## config.mk

```make
export PLATFORM = sky130hd
export DESIGN_NAME = uart_tx_scheduler
export DESIGN_NICKNAME = d
export VERILOG_FILES = /design/src/rtl/uart_tx_scheduler.sv
export SDC_FILE = /design/constraint.sdc
export NUM_CORES = 1
export LEC_CHECK = 0
export ABC_CLOCK_PERIOD_IN_PS = 2620
export CORE_AREA = 2 2 90 92
export CTS_BUF_LIST = sky130_fd_sc_hd__clkbuf_4 sky130_fd_sc_hd__clkbuf_8
export CTS_CLUSTER_DIAMETER = 80
export DETAILED_ROUTE_END_ITERATION = 10
export DIE_AREA = 0 0 92 94
export HOLD_SLACK_MARGIN = 0.02
export SYNTH_ARGS = -nofsm -noshare
export SYNTH_HDL_FRONTEND = slang
export SYNTH_SLANG_ARGS = --single-unit
```

## constraint.sdc

```tcl
create_clock -name clk -period 2.62 [get_ports clk]
set_clock_uncertainty 0.05 [all_clocks]
set_input_delay 0.786 -clock clk [delete_from_list [all_inputs] [get_ports clk]]
set_output_delay 0.786 -clock clk [all_outputs]
set_load 0.005 [all_outputs]
```

## src/rtl/uart_tx_scheduler.sv

```systemverilog
// uart_tx_scheduler: shares one byte-wide UART transmitter between NUM_REQ
// requesters. Grants are round-robin and held for a whole message (until a
// byte with last is accepted). After each message the line is held idle for
// GAP_CYCLES. A requester that keeps valid low for TIMEOUT_CYCLES consecutive
// cycles mid-message loses its grant.
//
// Handshake: a byte moves on every cycle where valid and ready are both high.
// Valid must not wait for ready. Ready may depend combinationally on the
// other side's state. Here tx_valid/tx_data follow the granted requester
// combinationally, and req_ready of the granted requester follows tx_ready.
module uart_tx_scheduler #(
  parameter int NUM_REQ        = 3,
  parameter int GAP_CYCLES     = 234,
  parameter int TIMEOUT_CYCLES = 27000
) (
  input  logic                 clk,
  input  logic                 rst_n,
  input  logic [NUM_REQ-1:0]   req_valid,
  input  logic [8*NUM_REQ-1:0] req_data,
  input  logic [NUM_REQ-1:0]   req_last,
  output logic [NUM_REQ-1:0]   req_ready,
  output logic [7:0]           tx_data,
  output logic                 tx_valid,
  input  logic                 tx_ready,
  output logic [NUM_REQ-1:0]   grant,
  output logic                 busy,
  output logic                 timeout_pulse
);

  localparam int CNT_MAX = (GAP_CYCLES > TIMEOUT_CYCLES) ? GAP_CYCLES : TIMEOUT_CYCLES;
  localparam int CNT_W   = $clog2(CNT_MAX + 1);
  localparam int IDX_W   = $clog2(NUM_REQ);

  localparam logic [CNT_W-1:0] GAP_LOAD = CNT_W'(GAP_CYCLES);
  localparam logic [CNT_W-1:0] TMO_LAST = CNT_W'(TIMEOUT_CYCLES - 1);
  localparam logic [CNT_W-1:0] CNT_ONE  = CNT_W'(1);
  localparam logic [IDX_W-1:0] IDX_LAST = IDX_W'(NUM_REQ - 1);
  localparam logic [IDX_W:0]   IDX_WRAP = (IDX_W + 1)'(NUM_REQ);

  typedef enum logic [1:0] {
    S_IDLE = 2'd0,
    S_SEND = 2'd1,
    S_GAP  = 2'd2
  } state_e;

  state_e             state_q, state_d;
  logic [NUM_REQ-1:0] grant_q, grant_d;
  logic [IDX_W-1:0]   gnt_idx_q, gnt_idx_d;
  logic [IDX_W-1:0]   rr_ptr_q, rr_ptr_d;
  logic [CNT_W-1:0]   gap_cnt_q, gap_cnt_d;
  logic [CNT_W-1:0]   to_cnt_q, to_cnt_d;
  logic               timeout_pulse_q, timeout_pulse_d;

  logic               arb_found;
  logic [IDX_W-1:0]   arb_idx;
  logic [IDX_W:0]     arb_cand;
  logic               sel_valid;
  logic [7:0]         sel_data;
  logic               rel;

  // Round-robin search: first valid requester at or above rr_ptr, wrapping.
  always_comb begin
    arb_found = 1'b0;
    arb_idx   = '0;
    arb_cand  = '0;
    for (int i = 0; i < NUM_REQ; i++) begin
      arb_cand = {1'b0, rr_ptr_q} + (IDX_W + 1)'(i);
      if (arb_cand >= IDX_WRAP) begin
        arb_cand = arb_cand - IDX_WRAP;
      end
      if (!arb_found && req_valid[arb_cand[IDX_W-1:0]]) begin
        arb_found = 1'b1;
        arb_idx   = arb_cand[IDX_W-1:0];
      end
    end
  end

  // Mux the granted requester's byte stream and route tx_ready back to it.
  always_comb begin
    sel_valid = req_valid[gnt_idx_q];
    sel_data  = req_data[8*gnt_idx_q +: 8];
    tx_valid  = 1'b0;
    tx_data   = '0;
    req_ready = '0;
    if (state_q == S_SEND) begin
      tx_valid             = sel_valid;
      tx_data              = sel_data;
      req_ready[gnt_idx_q] = tx_ready;
    end
  end

  // Next-state logic: arbitration, message release, gap and stall timers.
  always_comb begin
    state_d         = state_q;
    grant_d         = grant_q;
    gnt_idx_d       = gnt_idx_q;
    rr_ptr_d        = rr_ptr_q;
    gap_cnt_d       = gap_cnt_q;
    to_cnt_d        = to_cnt_q;
    timeout_pulse_d = 1'b0;
    rel             = 1'b0;
    case (state_q)
      S_IDLE: begin
        if (arb_found) begin
          state_d   = S_SEND;
          gnt_idx_d = arb_idx;
          grant_d   = NUM_REQ'(1) << arb_idx;
          to_cnt_d  = '0;
        end
      end
      S_SEND: begin
        // A stalled requester only accrues time while its valid is low,
        // so a last-byte transfer and a timeout can never coincide.
        if (sel_valid) begin
          to_cnt_d = '0;
          if (tx_ready && req_last[gnt_idx_q]) begin
            rel = 1'b1;
          end
        end else if (to_cnt_q == TMO_LAST) begin
          rel             = 1'b1;
          timeout_pulse_d = 1'b1;
        end else begin
          to_cnt_d = to_cnt_q + CNT_ONE;
        end
        if (rel) begin
          grant_d  = '0;
          to_cnt_d = '0;
          rr_ptr_d = (gnt_idx_q == IDX_LAST) ? '0 : gnt_idx_q + 1'b1;
          if (GAP_CYCLES == 0) begin
            state_d = S_IDLE;
          end else begin
            state_d   = S_GAP;
            gap_cnt_d = GAP_LOAD;
          end
        end
      end
      S_GAP: begin
        // Leaving on the count-to-zero edge makes the next grant land
        // exactly GAP_CYCLES+1 edges after the release edge.
        gap_cnt_d = gap_cnt_q - CNT_ONE;
        if (gap_cnt_q <= CNT_ONE) begin
          state_d = S_IDLE;
        end
      end
      default: begin
        state_d = S_IDLE;
        grant_d = '0;
      end
    endcase
  end

  // State and counter registers; reset drops the grant immediately.
  always_ff @(posedge clk or negedge rst_n) begin
    if (!rst_n) begin
      state_q         <= S_IDLE;
      grant_q         <= '0;
      gnt_idx_q       <= '0;
      rr_ptr_q        <= '0;
      gap_cnt_q       <= '0;
      to_cnt_q        <= '0;
      timeout_pulse_q <= 1'b0;
    end else begin
      state_q         <= state_d;
      grant_q         <= grant_d;
      gnt_idx_q       <= gnt_idx_d;
      rr_ptr_q        <= rr_ptr_d;
      gap_cnt_q       <= gap_cnt_d;
      to_cnt_q        <= to_cnt_d;
      timeout_pulse_q <= timeout_pulse_d;
    end
  end

  assign grant         = grant_q;
  assign busy          = (state_q != S_IDLE);
  assign timeout_pulse = timeout_pulse_q;

endmodule

```

# Word level (Yosys, flattened, before mapping)
# Index checks and enable logic that the tools add are counted.
# W data, S select, Z words.
# classes
addsub	8
n_lt_le_gt_ge	9
n_eq_ne	8
shift	2
n_mux	45
bitwise	2
reduce_logical	16
# ops
cell	count
$mux W15	5
$pmux W15 S2	2
$shiftx A24 B6 Y8	1
$mux W2	10
$mux W1	16
$add A15 B1 Y15 const B	1
$eq A15 B15 Y1 const B	1
$le A15 B1 Y1 const B	1
$sub A15 B1 Y15 const B	1
$lt A2 B3 Y1 const B	4
$bmux W1 S2	5
$mux W3	3
$pmux W3 S3	1
$reduce_and A3 Y1	3
$mux W8	1
$ge A3 B2 Y1 const B	2
$pmux W2 S3	1
$reduce_and A2 Y1	3
$reduce_bool A2 Y1	3
$sub A2 B2 Y2 const B	3
$eq A2 B2 Y1 const B	2
$logic_and A1 B1 Y1	4
$ne A2 B2 Y1 const B	2
$ne A4 B3 Y1 const B	1
other kinds (13)	14
# totals
regBits	40
inputBits	33
output_inout_bits	17
elab_cells	97

# Longest topological paths before layout
# Gate-level depths: netlist of run 1.
# logic_depth
depth_word	14
depth_mapped	9
ltp_nobuf	7

# Least setup slack after synthesis of run 1
# Ideal clock, no wire load.
# synth_timing
kind	input to register
startpoint	input port req_valid[2]
endpoint	register grant_q[0], in the netlist grant[0]
setup_time_ns	0.101
t_arrival_ns	2.198
required_ns	2.469
setup_slack_ns	0.271
stages	6
n_path_buf	1
path_cell_list	buf_4 -> mux2_2 -> a222oi_1 -> o22ai_1 -> and2_1 -> o32ai_1
# synth_via
elab_chain_cells	12
word_cells_on_any_way	26
classes_between	eq/ne (2); shift (1); mux (18); reduce/logical (5)
# synth_lines
element	line	text
start, declared	18	input logic [NUM_REQ-1:0] req_valid,
$bmux W1 S2	71	if (!arb_found && req_valid[arb_cand[IDX_W-1:0]]) begin
$mux W1 (not written as such)	71	
$mux W1	71	
$logic_not A1 Y1	71	
$logic_and A1 B1 Y1	71	
$mux W1	71	
$logic_not A1 Y1	71	
$logic_and A1 B1 Y1	71	
$mux W2	71	
$shl A1 B2 Y3	107	grant_d = NUM_REQ'(1) << arb_idx;
$mux W3	104	if (arb_found) begin
$pmux W3 S3	102	case (state_q)
end signal, assigned	164	grant_q <= grant_d;
end, declared	47	logic [NUM_REQ-1:0] grant_q, grant_d;
# Several ways; a longest one is shown, not always the timed one. The select of a mux whose other input is x is not followed.
# A chain may end at the register's enable or synchronous reset.

# Final worst setup path of run 1
# layout_timing
startpoint	input port tx_ready
endpoint	output port req_ready[0]
# layout_via
elab_chain_cells	2
# layout_lines
element	line	text
start, declared	24	input logic tx_ready,
$and A3 B3 Y3 (no line)	n/a	
$mux W3	85	if (state_q == S_SEND) begin
end, declared	21	output logic [NUM_REQ-1:0] req_ready,
# No other way between the ends.

==> results of run 1 <==
[worst max-delay path, stage by stage]
cell and delay (ps):
clkdlybuf4s50_1 510, nand2_1 90, nor3_1 140, clkdlybuf4s15_1 240
[sequential cells by signal (all words and copies together), names as in the netlist]
register       flops
gap_cnt_q         15
gnt_idx_q          2
grant              3
rr_ptr_q           2
state_q            2
timeout_pulse      1
to_cnt_q          15
[cell type report]
cell class                 count  area share [%]
clock buffer                   6            2.18
clock inverter                 2            1.00
inverter                      17            1.82
multi-input combinational    240            42.5
sequential                    40            28.6
tap                          102            3.64
timing repair buffer          80            20.2
[stage by stage]
stage / cell area [um^2] / instances / utilization [%] / hold WS [ps] / setup TNS (ps)
6_report: 3500 / 487 / 46.1 / 450 / 0
2_1_floorplan: 2600 / 309 / - / 422 / 0
4_1_cts: 3490 / 486 / 45.9 / 470 / -41.7
3_5_place_dp: 3380 / 476 / 44.4 / 455 / -6060
3_3_place_gp: 3380 / 476 / 44.4 / 450 / -5000
5_1_grt: 3500 / 487 / 46.1 / 492 / 0
[synthesized netlist by cell type (2+ instances only)]
cell,number,area (um^2)
nand2b_1,7,43.8
and2_1,2,12.5
o211ai_1,2,15.0
or3_1,8,50.1
o31ai_1,2,15.0
and3_1,3,18.8
a211oi_1,2,15.0
a22o_1,2,17.5
nand3b_1,4,30.0
clkbuf_1,5,18.8
a211o_1,2,17.5
or2_2,7,43.8
xnor2_1,2,17.5
mux2i_1,13,130
nand2_1,26,97.6
a21o_1,5,37.5
or4_1,3,22.5
nor2b_1,4,25.0
mux2_2,3,33.8
inv_1,17,63.8
ha_1,7,87.6
dfrtp_1,40,1000
o22ai_1,3,18.8
nor3_1,16,80.1
a31oi_1,2,12.5
or3b_2,2,17.5
a21oi_1,17,85.1
buf_2,3,15.0
o21ai_0,37,185
nor2_1,26,97.6
nand3_1,14,70.1
buf_4,2,15.0
[metal layers]
| metal | vias up | GRT usage, % |
|---|---|---|
| met5 | - | 0 |
| met2 | 29 | 27.5 |
| li1 | 1259 | - |
| met1 | 1206 | 22.5 |
| met4 | 0 | 4.23 |
| met3 | 11 | 2.57 |
[layout by cell type (no fill, tap or decap), types with 3 or more instances in the layout]
master and instances:
and3_1 3, clkdlybuf4s50_1 25, o21ai_0 36, a21o_1 5, buf_2 5, mux2i_1 12, nor3_1 16, or2_2 7
ha_1 7, buf_4 30, nand3b_1 4, dfrtp_1 39, dlygate4sd2_1 4, clkbuf_2 4, or4_1 3, inv_1 17
nor2b_1 4, mux2_2 3, nand3_1 14, o22ai_1 3, nor2_1 26, clkbuf_8 5, or3_1 8, nand2_1 26
nand2b_1 7, dlymetal6s2s_1 9, a21oi_1 17
[power by group]
part           switching (mW)  internal [mW]  total [mW]
logic                   0.816          0.803        1.62
clock network           0.214          0.293       0.507
registers               0.161          0.765       0.926
[kinds of logic (layout without fill, tap and decap cells)]
logic type / count (synthesis) / count (layout) / synth area share (%)
buffers and inverters: 29 / 105 / 4.67
adders and majority gates: 7 / 7 / 3.37
muxes: 16 / 16 / 6.30
xor gates and xnor gates: 2 / 2 / 0.674
and+or+nand+nor: 133 / 133 / 27.7
DFF: 40 / 40 / 38.5
AOI/OAI and AO/OA: 82 / 82 / 18.8
[what timing repair did]
| action | in CTS | in global routing |
|---|---|---|
| setup endpoints to repair | 12 | 10 |
| buffers inserted | 2 | 1 |
| pin swaps | 1 | 5 |
| gates resized for setup | 29 | 22 |
[final timing paths]
check	from	endpoint	slack, ps
max	tx_ready	req_ready[0]	20
min	rst_n	to_cnt_q[11]$_DFFE_PN0P_	450
max reg2reg	rr_ptr_q[0]$_DFFE_PN0P_	grant[0]$_DFFE_PN0P_	280
min reg2reg	to_cnt_q[13]$_DFFE_PN0P_	to_cnt_q[13]$_DFFE_PN0P_	470
max in group asynchronous	rst_n	gap_cnt_q[4]$_DFFE_PN0P_	1510
min in group clk	to_cnt_q[13]$_DFFE_PN0P_	to_cnt_q[13]$_DFFE_PN0P_	470
==> results.json, run 1 <==
{
  "power_density_mw_per_mm2": 871,
  "die_w_um": 92,
  "layout_min_cycle_time_ps": 2600,
  "dpl.hpwl_mm": 4.87,
  "fin_nets": 424,
  "drt_first_pass_iters": 4,
  "cp-start-kind": "primary input",
  "wl_met3_um": 154,
  "antenna_found_initial": 0,
  "finalPower_mw": 3.05,
  "multi_input_area_mm2": 0.00149,
  "finalCritPeriodShare_pct": 99.1,
  "cts_buffers": 5,
  "drtIter0Drc": 95,
  "grt_overflow_total": 0,
  "postRouteAntennaNets": 0,
  "synth_ff_type": "dfrtp_1",
  "yosysWarnings": 0,
  "syn_nets": 349,
  "rsz0062_at_grt": "false",
  "path_clk_slew_ps": 70,
  "drc": 0,
  "setup-violations-final": 0,
  "port_buffers": 49,
  "maxSlewViolCount": 0,
  "cp.arrival_ps": 1760,
  "yosysUniqueCellTypes": 53,
  "seq_area_mm2": 0.00100,
  "clock_sinks": 40,
  "fp.dieH_um": 94,
  "cts_hold_buf": 0,
  "start_util_pct": 34.2,
  "wl_met2_mm": 3.21,
  "routedWlPerCell_um": 13.7,
  "highest_layer": "met4",
  "m1WireLength_mm": 3.21,
  "hp-class": "primary input to async pin",
  "insertion_delay_ps": 290,
  "slew-limit-headroom_pct": 57.3,
  "vias_per_cell": 5.14,
  "synth_edf_count": 0,
  "clockRootBuffer": "clkbuf_8",
  "num_antenna_cells": 0,
  "r2r_cells": 8,
  "num_rows": 32,
  "cts_tree": "done",
  "dp_slack_ps": -449,
  "postSynthAreaPerCell_um2": 8.42,
  "routabilityCongestion": 0.795,
  "critPathCaptureType": "primary output",
  "grt_pass1_wl_mm": 11.6,
  "io_pins": 50,
  "async_reset_ff_share_pct": 100,
  "synth_cells": 309,
  "cts_htree_levels": 2,
  "grt_usage_pct": 16.5,
  "layout-drive-gt1-share_pct": 18.4,
  "ir_worst_vdd_mv": 0.290,
  "tightest_slew_ps": 636,
  "max-cap-violations": 0,
  "status": "complete, no violations",
  "fmax_mhz": 385,
  "grt_pass1_vias": 2359,
  "syn-cell-area_mm2": 0.00260,
  "drt_wl_total_mm": 6.68,
  "hold_viol": 0,
  "crit_type": "primary input to primary output",
  "layout_setup_ws_ps": 24.5,
  "required_ps": 1780,
  "syn2layout_area_growth_pct": 34.7,
  "cts_max_path_buffers": 2,
  "grt_max_degree": 27,
  "via_count": 2505,
  "nFillCells": 769,
  "crit_fanout": 3,
  "ys_seq_area_share_pct": 38.5,
  "dieArea_mm2": 0.00865,
  "ys_seq_elements": 40,
  "core_area_mm2": 0.00761,
  "leakagePower_nw": 1.58
}
Note: power is estimated with default switching activity, not from simulation.
==> run 2: changes to the inputs <==
Settings changed: CORE_AREA 2 2 90 92 to 2 2 97 99, DIE_AREA 0 0 92 94 to 0 0 99 101.
==> results.json, run 2 (synthesis results as in run 1) <==
{
  "status": "complete, no violations",
  "finalCritPeriodShare_pct": 97.2,
  "grt.met3_usage_pct": 2.57,
  "tightest_slew_ps": 651,
  "cts_htree_levels": 2,
  "grt_pass1_vias": 2364,
  "routedWlPerCell_um": 13.1,
  "clockRootBuffer": "clkbuf_8",
  "routabilityCongestion": 0.777,
  "drtIter0Drc": 57,
  "dieArea_mm2": 0.0100,
  "grt_max_degree": 27,
  "die_w_um": 99,
  "mostFrequentLayoutCells": "dfrtp_1 (40), o21ai_0 (36), clkdlybuf4s50_1 (33), buf_4 (27)",
  "power_density_mw_per_mm2": 885,
  "start_util_pct": 29.0,
  "required_ps": 1780,
  "layout_min_cycle_time_ps": 2550,
  "cp-start-kind": "primary input",
  "p_comb_share_pct": 53.6,
  "cts_tree": "done",
  "setup-violations-final": 0,
  "grt_usage_pct": 13.2,
  "dp_slack_ps": -486,
  "hold_viol": 0,
  "crit_type": "primary input to primary output",
  "ir_worst_vdd_mv": 0.275,
  "use_met1_pct": 16.6,
  "num_rows": 35,
  "cp.arrival_ps": 1710,
  "hp-class": "primary input to async pin",
  "critPathCaptureType": "primary output",
  "rsz0062_at_grt": "false",
  "path_clk_slew_ps": 90,
  "clock_sinks": 40,
  "drt_first_pass_iters": 4,
  "dpl.cell_count": 484,
  "fp.dieH_um": 101,
  "switching_share_pct": 39.6,
  "leakagePower_nw": 1.51,
  "core_area_mm2": 0.00898,
  "layout-drive-gt1-share_pct": 17.5,
  "switching_power_mw": 1.22,
  "grt_overflow_total": 0,
  "final_core_util_pct": 38.8,
  "p_int_mw": 1.86,
  "cts_max_path_buffers": 2,
  "maxSlewViolCount": 0,
  "grt_use_met2_pct": 23.0,
  "slew-limit-headroom_pct": 56.3,
  "whs_ps": 447,
  "crit_fanout": 3,
  "layout_commonest_cell": "dfrtp_1",
  "syn2layout_area_growth_pct": 34.1,
  "antenna_found_initial": 0,
  "cts_buffers": 5,
  "grt.busiest_layer": "met2",
  "dpl.hpwl_mm": 4.93,
  "insertion_delay_ps": 300,
  "fmax_mhz": 393,
  "tns_ps": 0,
  "p_seq_share_pct": 29.4,
  "postRouteAntennaNets": 0,
  "drt_wl_total_mm": 6.50,
  "num_antenna_cells": 0,
  "io_pins": 50,
  "final_area_mm2": 0.00349,
  "max-cap-violations": 0,
  "grt_pass1_wl_mm": 10.8,
  "dpl_cell_area_mm2": 0.00340,
  "layout_setup_ws_ps": 73.3,
  "finalPower_mw": 3.09,
  "via_count": 2459,
  "p_clk_share_pct": 17.0,
  "fin_cells": 494,
  "drc": 0,
  "vias_per_cell": 4.98,
  "fin_nets": 422,
  "port_buffers": 49
}
-- run 2: final cells by class --
class                           count  area [um^2]
Timing Repair Buffer               78          686
Clock inverter                      3         46.3
Sequential cell                    40         1000
Tap cell                          111          139
Inverter                           17         63.8
Fill cell                         907         5490
Multi-Input combinational cell    240         1480
Clock buffer                        5         68.8
-- run 2: worst paths after layout --
path | start | endpoint | slack [ps] | cells after the start
worst max-delay path | tx_ready | req_ready[1] | 70 | 4
worst min-delay path | rst_n | grant[0]$_DFFE_PN0P_ | 450 | 1
worst max register to register | rr_ptr_q[0]$_DFFE_PN0P_ | grant[0]$_DFFE_PN0P_ | 230 | 8
worst min register to register | grant[2]$_DFFE_PN0P_ | grant[2]$_DFFE_PN0P_ | 470 | 1
max in group asynchronous | rst_n | to_cnt_q[13]$_DFFE_PN0P_ | 1500 | 2
min in group clk | grant[2]$_DFFE_PN0P_ | grant[2]$_DFFE_PN0P_ | 470 | 1
-- run 2: critical path, cell delays in order --
cell and delay (ps):
clkdlybuf4s50_1 500, nand2_1 70, nor2_1 110, dlygate4sd2_1 250
-- run 2: power by group through the flow --
stage                     Combinational, mW  Sequential, mW  Clock, mW
after floorplan                        1.03           0.874          0
after global placement                 1.70           0.910          0
after detailed placement               1.72           0.918          0
after CTS                              1.69           0.905      0.549
after global routing                   1.83           0.931      0.567
final                                  1.66           0.906      0.524
-- run 2: timing repair --
item | 4_1_cts | 5_1_grt
hold buffers | 0 | 0
gates resized for setup | 26 | 12
setup buffers | 1 | 1
pin swaps | 1 | 2
setup endpoints to repair | 12 | 16
-- run 2: routing by layer --
metal	share of wire (%)	vias up
met4	0.92	0
met5	0	-
li1	-	1251
met1	47	1174
met2	50	30
met3	2.6	4
==> run 3: changes to the inputs <==
Settings changed: CORE_AREA 2 2 97 99 to 2 2 74 76, DIE_AREA 0 0 99 101 to 0 0 76 78, PLACE_DENSITY set to 0.79, SLEW_MARGIN set to 20.
==> results.json, run 3 (synthesis results as in run 1) <==
{
  "grt_max_degree": 16,
  "layout_commonest_cell": "dfrtp_1",
  "dpl.hpwl_mm": 4.72,
  "setup-violations-final": 0,
  "routabilityCongestion": 0.857,
  "layout_min_cycle_time_ps": 2540,
  "r2r_slack_ps": 260,
  "cts_tree": "done",
  "status": "complete, no violations",
  "required_ps": 1780,
  "drt_first_pass_iters": 4,
  "hold_viol": 0,
  "critPathCaptureType": "primary output",
  "crit_fanout": 2,
  "power_density_mw_per_mm2": 872,
  "ir_worst_vdd_mv": 0.488,
  "clock_sinks": 40,
  "grt_overflow_total": 0,
  "antenna_found_initial": 0,
  "routedWlPerCell_um": 13.7,
  "syn2layout_area_growth_pct": 30.0,
  "finalCritPeriodShare_pct": 96.9,
  "via_count": 2483,
  "fin_nets": 419,
  "mostFrequentLayoutCells": "dfrtp_1 (39), o21ai_0 (36), clkdlybuf4s50_1 (33), nand2_1 (26)",
  "core_area_mm2": 0.00504,
  "leakagePower_nw": 1.46,
  "drt_wl_total_mm": 6.18,
  "port_buffers": 49,
  "rsz0062_at_grt": "true",
  "cts_hold_buf": 0,
  "dieArea_mm2": 0.00593,
  "start_util_pct": 51.6,
  "fp.dieH_um": 78,
  "num_rows": 26,
  "drc": 0,
  "fmax_mhz": 394,
  "io_pins": 50,
  "drtIter0Drc": 171,
  "r2r_cells": 8,
  "startpoint": "req_valid[1]",
  "vias_per_cell": 5.52,
  "tns_ps": 0,
  "cts_max_path_buffers": 2,
  "max-cap-violations": 0,
  "path_clk_slew_ps": 90,
  "layout-drive-gt1-share_pct": 17.6,
  "grt_pass1_vias": 2400,
  "cts_buffers": 5,
  "grt_usage_pct": 22.1,
  "cp.arrival_ps": 1700,
  "dp_slack_ps": -501,
  "slew-limit-headroom_pct": 56.1,
  "clockRootBuffer": "clkbuf_8",
  "crit_type": "primary input to primary output",
  "rr_endpoint": "grant[0]$_DFFE_PN0P_",
  "die_w_um": 76,
  "postRouteAntennaNets": 0,
  "grt_pass1_wl_mm": 10.8,
  "insertion_delay_ps": 310,
  "cp-start-kind": "primary input",
  "hp-class": "primary input to async pin",
  "final_area_mm2": 0.00338,
  "cts_htree_levels": 2,
  "maxSlewViolCount": 0,
  "dpl_cell_area_mm2": 0.00331,
  "timing.rr.start": "rr_ptr_q[0]$_DFFE_PN0P_",
  "layout_setup_ws_ps": 81.4,
  "tightest_slew_ps": 654,
  "num_antenna_cells": 0
}
## run 3: worst max path at each step
stage,depth (start not counted),end
2_1_floorplan,6,grant[0]$_DFFE_PN0P_
3_3_place_gp,5,tx_valid
3_5_place_dp,5,tx_valid
4_1_cts,6,tx_data[7]
5_1_grt,6,tx_data[0]
6_report,5,tx_valid
## run 3: stage by stage
stage	hold WS (ps)	power [mW]	std cells	utilization (%)
finish	319	2.95	450	67.1
global route	341	3.19	450	67.1
CTS	323	2.98	450	67.7
detailed placement	458	2.56	440	65.6
global placement	451	2.51	440	65.6
floorplan	422	1.90	309	-
## run 3: final cells by class
type,instances,area (um^2)
Clock buffer,6,82.6
Clock inverter,2,15.0
Fill cell,415,1660
Inverter,17,63.8
Multi-Input combinational cell,240,1490
Sequential cell,40,1000
Tap cell,70,87.6
Timing Repair Buffer,75,643
## run 3: worst max-delay path: stages
cell,delay [ps]
dlygate4sd2_1,250
mux2i_1,180
o21ai_1,120
and2_1,170
clkdlybuf4s15_2,200
## run 3: power by group
| part | switching (mW) | internal [mW] | total, mW |
|---|---|---|---|
| clock network | 0.234 | 0.213 | 0.447 |
| logic | 0.809 | 0.770 | 1.58 |
| registers | 0.157 | 0.765 | 0.922 |
| total | 1.20 | 1.75 | 2.95 |
## run 3: what timing repair did
action / in CTS / in global routing
endpoints found under the setup margin: 12 / 13
buffers inserted: 2 / 0
gates resized for setup: 26 / 14
pin swaps: 1 / 1
## run 3: layer usage
layer / up-vias / GRT usage (%) / wire length [um]
li1: 1242 / - / -
met5: - / 0 / 0
met4: 0 / 7.64 / 102
met3: 9 / 3.95 / 180
met1: 1190 / 28.1 / 2840
met2: 42 / 38.0 / 3060
